--- src/rtl/sync_fifo_flags.sv ---
// Parametrised single-clock FIFO with occupancy, threshold and sticky error flags.
// Supports a registered-read mode and a first-word-fall-through mode.
module sync_fifo_flags #(
    parameter int WIDTH     = 8,
    parameter int DEPTH     = 16,
    parameter int AF_THRESH = 14,
    parameter int AE_THRESH = 2,
    parameter int FWFT      = 0
) (
    input  logic                     clk,
    input  logic                     rst,
    input  logic                     push,
    input  logic [WIDTH-1:0]         wr_data,
    input  logic                     pop,
    output logic [WIDTH-1:0]         rd_data,
    output logic                     rd_valid,
    input  logic                     flush,
    input  logic                     clr_err,
    output logic [$clog2(DEPTH):0]   count,
    output logic                     full,
    output logic                     empty,
    output logic                     almost_full,
    output logic                     almost_empty,
    output logic                     overflow,
    output logic                     underflow
);
    localparam int AW = $clog2(DEPTH);
    localparam int CW = AW + 1;
    localparam logic [CW-1:0] DEPTH_C = CW'(DEPTH);
    localparam logic [CW-1:0] AF_C    = CW'(AF_THRESH);
    localparam logic [CW-1:0] AE_C    = CW'(AE_THRESH);
    localparam logic [CW-1:0] CNT_ONE = CW'(1);
    localparam logic [AW-1:0] PTR_ONE = AW'(1);

    logic [WIDTH-1:0] mem [DEPTH];
    logic [AW-1:0]    wr_ptr;
    logic [AW-1:0]    rd_ptr;
    logic [CW-1:0]    count_q;
    logic             pop_acc;
    logic             push_acc;
    logic             ovf_q;
    logic             unf_q;

    assign pop_acc  = pop & ~empty;
    assign push_acc = push & (~full | pop_acc);

    // Flags depend only on the registered count.
    assign count        = count_q;
    assign full         = (count_q == DEPTH_C);
    assign empty        = (count_q == '0);
    assign almost_full  = (count_q >= AF_C);
    assign almost_empty = (count_q <= AE_C);
    assign overflow     = ovf_q;
    assign underflow    = unf_q;

    always_ff @(posedge clk) begin
        if (push_acc && !flush)
            mem[wr_ptr] <= wr_data;
    end

    always_ff @(posedge clk or posedge rst) begin
        if (rst) begin
            wr_ptr  <= '0;
            rd_ptr  <= '0;
            count_q <= '0;
        end else if (flush) begin
            wr_ptr  <= '0;
            rd_ptr  <= '0;
            count_q <= '0;
        end else begin
            if (push_acc)
                wr_ptr <= wr_ptr + PTR_ONE;
            if (pop_acc)
                rd_ptr <= rd_ptr + PTR_ONE;
            unique case ({push_acc, pop_acc})
                2'b10:   count_q <= count_q + CNT_ONE;
                2'b01:   count_q <= count_q - CNT_ONE;
                default: count_q <= count_q;
            endcase
        end
    end

    // A new error in the same cycle as clr_err keeps the flag set.
    always_ff @(posedge clk or posedge rst) begin
        if (rst) begin
            ovf_q <= 1'b0;
            unf_q <= 1'b0;
        end else begin
            ovf_q <= (ovf_q & ~clr_err) | (push & ~push_acc & ~flush);
            unf_q <= (unf_q & ~clr_err) | (pop & ~pop_acc & ~flush);
        end
    end

    generate
        if (FWFT == 0) begin : g_std
            logic [WIDTH-1:0] rd_q;
            logic             rv_q;
            // Nonblocking read returns the pre-write head on push+pop at full.
            always_ff @(posedge clk or posedge rst) begin
                if (rst) begin
                    rd_q <= '0;
                    rv_q <= 1'b0;
                end else if (flush) begin
                    rv_q <= 1'b0;
                end else begin
                    rv_q <= pop_acc;
                    if (pop_acc)
                        rd_q <= mem[rd_ptr];
                end
            end
            assign rd_data  = rd_q;
            assign rd_valid = rv_q;
        end else begin : g_fwft
            assign rd_data  = empty ? '0 : mem[rd_ptr];
            assign rd_valid = ~empty;
        end
    endgenerate
endmodule

--- config.mk ---
export PLATFORM = sky130hd
export DESIGN_NAME = sync_fifo_flags
export DESIGN_NICKNAME = d
export VERILOG_FILES = /design/src/rtl/sync_fifo_flags.sv
export SDC_FILE = /design/constraint.sdc
export NUM_CORES = 1
export LEC_CHECK = 0
export CORE_MARGIN = 1
export CORE_UTILIZATION = 64
export DETAILED_ROUTE_END_ITERATION = 10
export MAX_ROUTING_LAYER = met4
export PLACE_DENSITY = 0.84
export SLEW_MARGIN = 20
export SYNTH_ARGS = -nofsm -noshare
export SYNTH_HDL_FRONTEND = slang
export SYNTH_SLANG_ARGS = --single-unit
export TNS_END_PERCENT = 10
--- constraint.sdc ---
create_clock -name clk -period 6.7 [get_ports clk]
set_clock_uncertainty 0.1 [all_clocks]
set_input_delay 1.005 -clock clk [delete_from_list [all_inputs] [get_ports clk]]
set_output_delay 1.005 -clock clk [all_outputs]
set_load 0.02 [all_outputs]
==> metrics.cfg, run 1 <==
[layout]
final_nets = 403
layout_overhead_on_the_synthesized_area_pct = 16.6
fillerInstances = 511
finish.utilization_pct = 77.6
fraction_of_layout_cells_with_a_size_suffix_above_1_pct = 18.3
antenna_diodes = 0

[critical_path]
reg2regPathDepth = 9
end_kind = flip-flop
critical_path_class = primary input to flip-flop
cp_data_arrival_time_ps = 3540
crit_path_max_fanout = 16
cp_data_required_time_ps = 6730
worstSetupStartpointType = primary input

[global_routing]
groute.usage.overall_pct = 28.8
grt_max_degree = 35
grt-ovfl-total = 0
grt_pass1_wl_mm = 19.2
antenna_found_initial = 0
grt_pass1_vias = 3364

[sta]
final-hold-violation-count = 0
grt_setup_unrepaired = no
timing.max_slew.rel_slack_pct = 23.8
maxSlewViolCount = 0
finalSetupViolCount = 0
fin_crit_ps = 3510
fin_crit_sh_pct = 52.3
fmaxAchievable_mhz = 285
finalSetupTns_ps = 0
worst_pin_slew_ps = 1130

[logic_synthesis]
mean_instance_size_in_the_synthesized_netlist_um2 = 18.0
postSynthRegisterBits = 152
synth_flop_cell = sky130_fd_sc_hd__edfxtp_1
synth_area_mm2 = 0.00618
postSynthNetCount = 366
synth_commonest_cells = 128 x sky130_fd_sc_hd__edfxtp_1, 32 x sky130_fd_sc_hd__mux4_2, 25 x sky130_fd_sc_hd__nand2_1
post_synth_inst_count = 343
synth_most_common_cell = sky130_fd_sc_hd__edfxtp_1
register_area_share_after_synthesis_pct = 71.9
ys_warn_count = 0
ys_top_cells_by_area = sky130_fd_sc_hd__edfxtp_1 62%, sky130_fd_sc_hd__mux4_2 12%, sky130_fd_sc_hd__dfrtp_1 9.7%, sky130_fd_sc_hd__mux2i_1 2.6%, sky130_fd_sc_hd__ha_1 1.6%
synth.lib_cells_used.distinct = 42
async_reset_ff_share_pct = 15.8
synth_top_cell_area_share_pct = 62.2
synth-edff-count = 128
post-synth-top-area-cell = sky130_fd_sc_hd__edfxtp_1

[clock_network]
cts_setup_buffers = 0
root_buffer = sky130_fd_sc_hd__clkbuf_8
cts_hold_repair.buffers = 0
cts_sinks = 152
tritoncts = yes
cts_htree_levels = 4
worst_setup_hold_path_clk_slew_ps = 60
cts-buffers-inserted = 17
clk_latency_ps = 520
cts_repair_resize_count = 0
clk_path_buf_depth = 2

[placement]
post-dp-hpwl_mm = 7.65
gp_congestion = 0.838
portBuffers = 33

[pwr]
power.share.clock_pct = 37.1
share_seq_of_total_power_pct = 45.4
cellInternalPower_uw = 1860
comb_pwr_share_pct = 17.5
static-leakage-power_uw = 0.00239
sw_frac_of_total_pct = 26.4
p_sw_uw = 668
irDropWorstVdd_mv = 0.197
power.total_uw = 2530
cellPowerDensity_mw_per_mm2 = 351

[routing]
drtIter0Drc = 301
antenna_violating_nets_post_route = 0
drt-vias-per-instance = 6.34
routed_wirelength_mm = 12.5
remaining_drc_errors = 0
route.vias.total = 3308
drt-wirelength-per-cell_um = 24.0
firstDrtPassIters = 7

[die]
starting_density_of_the_core_pct = 66.6
die_h_um = 100
fp.dieArea_mm2 = 0.0101
floorplan.rows = 35
die_width_um = 100
pin_count = 34
placeableCoreArea_mm2 = 0.00928

[job]
maxCapViolations = 0

[run_status]
status = finished clean

[hold_path]
timing.hold.worst.class = flip-flop to flip-flop
worstHoldPathCells = 1

[routing by layer]
layer	vias to the layer above	track usage, %	part of all wire, %
met5	-	-	0
met1	1682	38.0	39
met2	182	42.9	50
met4	0	13.8	3.0
li1	1419	-	-
met3	25	6.96	8.6
[power by group through the flow]
stage / Clock, µW / Combinational (µW) / Sequential [µW]
after floorplan: 0 / 233 / 1180
after global placement: 0 / 428 / 1160
after detailed placement: 0 / 443 / 1170
after CTS: 948 / 447 / 1150
after global routing: 983 / 479 / 1160
final: 938 / 443 / 1150
[metrics by stage]
stage | cell area, µm² | instances | setup slack (ps) | hold WS [ps]
global route | 7210 | 522 | 3030 | 414
CTS | 7200 | 522 | 3220 | 401
floorplan | 6180 | 343 | 3780 | 451
detailed placement | 6620 | 490 | 2730 | 385
finish | 7210 | 522 | 3190 | 396
global placement | 6620 | 490 | 2820 | 375
[worst max-delay path, stage by stage]
cell,delay [ps]
sky130_fd_sc_hd__clkdlybuf4s50_1,720
sky130_fd_sc_hd__inv_1,270
sky130_fd_sc_hd__nand2_1,100
sky130_fd_sc_hd__nor2b_1,360
sky130_fd_sc_hd__nand2_1,180
sky130_fd_sc_hd__nor3_1,890
[final timing paths]
path | startpoint | to | slack [ps]
setup / recovery | flush | mem[2][3]$_DFFE_PP_ | 3190
setup reg to reg | count[3]$_DFFE_PP0P_ | count[4]$_DFFE_PP0P_ | 3830
min in group asynchronous | rst | count[3]$_DFFE_PP0P_ | 920
max in group asynchronous | rst | rd_ptr[2]$_DFFE_PP0P_ | 4920
hold / removal | underflow$_DFF_PP0_ | underflow$_DFF_PP0_ | 400
hold reg to reg | underflow$_DFF_PP0_ | underflow$_DFF_PP0_ | 400
[flip-flops by register name, indices dropped and copies added (netlist names)]
signal and flops:
count 5, mem 128, overflow 1, rd_data 8, rd_ptr 4, rd_valid 1, underflow 1, wr_ptr 4
[placed cells by master, fill, tap and decap left out, types with 5 or more instances in the layout]
cell type                         count
sky130_fd_sc_hd__clkbuf_16           16
sky130_fd_sc_hd__dfrtp_1             23
sky130_fd_sc_hd__inv_1                9
sky130_fd_sc_hd__edfxtp_1           128
sky130_fd_sc_hd__a21oi_1              5
sky130_fd_sc_hd__nor2_1              21
sky130_fd_sc_hd__nand3_1              6
sky130_fd_sc_hd__xor2_1               6
sky130_fd_sc_hd__ha_1                 8
sky130_fd_sc_hd__mux2i_1             16
sky130_fd_sc_hd__o221ai_1             8
sky130_fd_sc_hd__mux4_2              32
sky130_fd_sc_hd__nand2_1             25
sky130_fd_sc_hd__clkdlybuf4s50_1     33
[kinds of logic (layout without fill, tap and decap cells)]
logic type	after synthesis	count (layout)	synth area share [%]
AOI/OAI and AO/OA	26	26	3.32
xor gates and xnor gates	9	9	1.28
adders and majority gates	9	9	1.94
buffers and inverters	26	76	1.74
DFF	152	152	71.9
muxes	49	49	14.4
and+or+nand+nor	72	72	5.40
[cell type report]
class	count	area [µm²]	share of cell area, %
multi-input combinational	165	1640	22.7
inverter	9	33.8	0.469
tap	129	161	2.24
sequential	152	4450	61.7
clock buffer	20	435	6.04
timing repair buffer	35	345	4.79
clock inverter	12	150	2.08
No activity file was read; power rests on OpenSTA's default activity.
==> inputs of run 2 (changes only) <==
--- a/config.mk
+++ b/config.mk
@@ -6,10 +6,10 @@
 export NUM_CORES = 1
 export LEC_CHECK = 0
 export CORE_MARGIN = 1
-export CORE_UTILIZATION = 64
+export CORE_UTILIZATION = 53
 export DETAILED_ROUTE_END_ITERATION = 10
 export MAX_ROUTING_LAYER = met4
-export PLACE_DENSITY = 0.84
+export PLACE_DENSITY = 0.75
 export SLEW_MARGIN = 20
 export SYNTH_ARGS = -nofsm -noshare
 export SYNTH_HDL_FRONTEND = slang
==> constraint.sdc (replaced) <==
create_clock -name clk -period 3 [get_ports clk]
set_clock_uncertainty 0.1 [all_clocks]
set_input_delay 0.45 -clock clk [delete_from_list [all_inputs] [get_ports clk]]
set_output_delay 0.45 -clock clk [all_outputs]
set_load 0.02 [all_outputs]
==> metrics.cfg, run 2 (same netlist as run 1, synthesis figures left out) <==
[run_status]
status = finished clean

[critical_path]
critPathMaxStageDelay_ps = 630
crit_slowest_cell = sky130_fd_sc_hd__clkdlybuf4s50_1
crit_path_max_fanout = 7
worstPathBufferInverterCount = 1
end_kind = output port
cell_chain_of_the_critical_path = or4_4 -> nor2_1 -> clkdlybuf4s50_1
cp_data_required_time_ps = 2450
critical_path_class = flip-flop to output port
worstSetupStartpointType = flip-flop
gate_family_responsible_for_the_most_delay_along_the_worst_path = simple AND/OR/NAND/NOR gates
r2r_setup_slack_ps = 220
cp_data_arrival_time_ps = 2250

[global_routing]
antenna_found_initial = 0
groute.usage.overall_pct = 23.2
grt-ovfl-total = 0
grt_pass1_vias = 3341
grt_pass1_wl_mm = 18.6
grt_max_degree = 35

[sta]
fmaxAchievable_mhz = 357
final-hold-violation-count = 0
grt_setup_unrepaired = no
worst_pin_slew_ps = 990
finalSetupTns_ps = 0
layout_setup_ws_ps = 198
timing.max_slew.rel_slack_pct = 34.0
finalSetupViolCount = 0
fin_crit_ps = 2800
hold-worst-slack_ps = 344
fin_crit_sh_pct = 93.4
maxSlewViolCount = 0

[clock_network]
cts_hold_repair.buffers = 0
root_buffer = sky130_fd_sc_hd__clkbuf_16
clk_latency_ps = 420
worst_setup_hold_path_clk_slew_ps = 60
cts_sinks = 152
tritoncts = yes
cts_repair_resize_count = 0
cts_setup_buffers = 0
clk_path_buf_depth = 2
cts-buffers-inserted = 17
cts_htree_levels = 4

[placement]
portBuffers = 33
gp_congestion = 0.750
post-dp-hpwl_mm = 7.57
placement.setup.worst_slack_ps = 197

[die]
die_width_um = 110
die_h_um = 110
pin_count = 34
placeableCoreArea_mm2 = 0.0114
fp.dieArea_mm2 = 0.0121
floorplan.rows = 39
starting_density_of_the_core_pct = 54.4

[routing]
firstDrtPassIters = 5
routed_wirelength_mm = 12.0
drt-vias-per-instance = 5.92
remaining_drc_errors = 0
route.vias.total = 3286
drtIter0Drc = 284
drt-wirelength-per-cell_um = 21.7
antenna_violating_nets_post_route = 0

[job]
maxCapViolations = 0

[pwr]
static-leakage-power_uw = 0.00251
irDropWorstVdd_mv = 0.779
cellPowerDensity_mw_per_mm2 = 772

[layout]
mostFrequentLayoutCells = 128 x sky130_fd_sc_hd__edfxtp_1, 33 x sky130_fd_sc_hd__clkdlybuf4s50_1, 32 x sky130_fd_sc_hd__mux4_2, 25 x sky130_fd_sc_hd__nand2_1, 23 x sky130_fd_sc_hd__dfrtp_1
multi_input_comb_area_mm2 = 0.00163
largest_register_ff_count = 128
fraction_of_layout_cells_with_a_size_suffix_above_1_pct = 22.6
ff_latch_area_mm2 = 0.00445
largest_register = mem
final_nets = 423
fillerInstances = 772
finish.utilization_pct = 65.3
layout_overhead_on_the_synthesized_area_pct = 20.2
final_common_cell = sky130_fd_sc_hd__edfxtp_1
antenna_diodes = 0

[hold_path]
timing.hold.worst.class = primary input to asynchronous set/reset pin

[run 2: changes by cell type in the layout (fill, tap and decap cells not counted), sizes merged]
cell / delta
buf: +20
clkbuf: +1
clkinv: -1
inv: -1
[run 2: worst paths after layout]
path	startpoint	to	depth (start not counted)
max	count[3]$_DFFE_PP0P_	empty	3
min	rst	rd_valid$_DFF_PP0_	2
max reg2reg	count[3]$_DFFE_PP0P_	count[4]$_DFFE_PP0P_	9
min reg2reg	rd_data[5]$_DFFE_PP0P_	rd_data[5]$_DFFE_PP0P_	2
max in group asynchronous	rst	rd_ptr[2]$_DFFE_PP0P_	2
min in group clk	rd_data[5]$_DFFE_PP0P_	rd_data[5]$_DFFE_PP0P_	2
[run 2: through the flow]
step | instance area (µm²) | total power, µW | cells
final | 7430 | 5740 | 555
after CTS | 7420 | 5770 | 555
after global routing | 7430 | 5950 | 555
after detailed placement | 6810 | 3600 | 524
after floorplan | 6180 | 3160 | 343
after global placement | 6810 | 3560 | 524
[run 2: power breakdown]
| group | leakage (µW) | internal [µW] | switching [µW] |
|---|---|---|---|
| combinational | 0.000749 | 466 | 540 |
| clock | 0.000296 | 1370 | 799 |
| sequential | 0.00147 | 2410 | 143 |
[run 2: cell type report]
class / count / share of cell area [%]
multi-input combinational: 165 / 22.0
clock inverter: 10 / 1.95
tap: 143 / 2.41
timing repair buffer: 55 / 7.01
sequential: 152 / 59.8
clock buffer: 21 / 6.33
inverter: 9 / 0.455
[run 2: metal layers]
layer	track usage [%]	share of wire, %	vias up
met5	-	0	-
met4	7.62	1.6	0
met3	8.23	6.1	13
met2	36.5	52	98
met1	28.3	41	1709
li1	-	-	1466
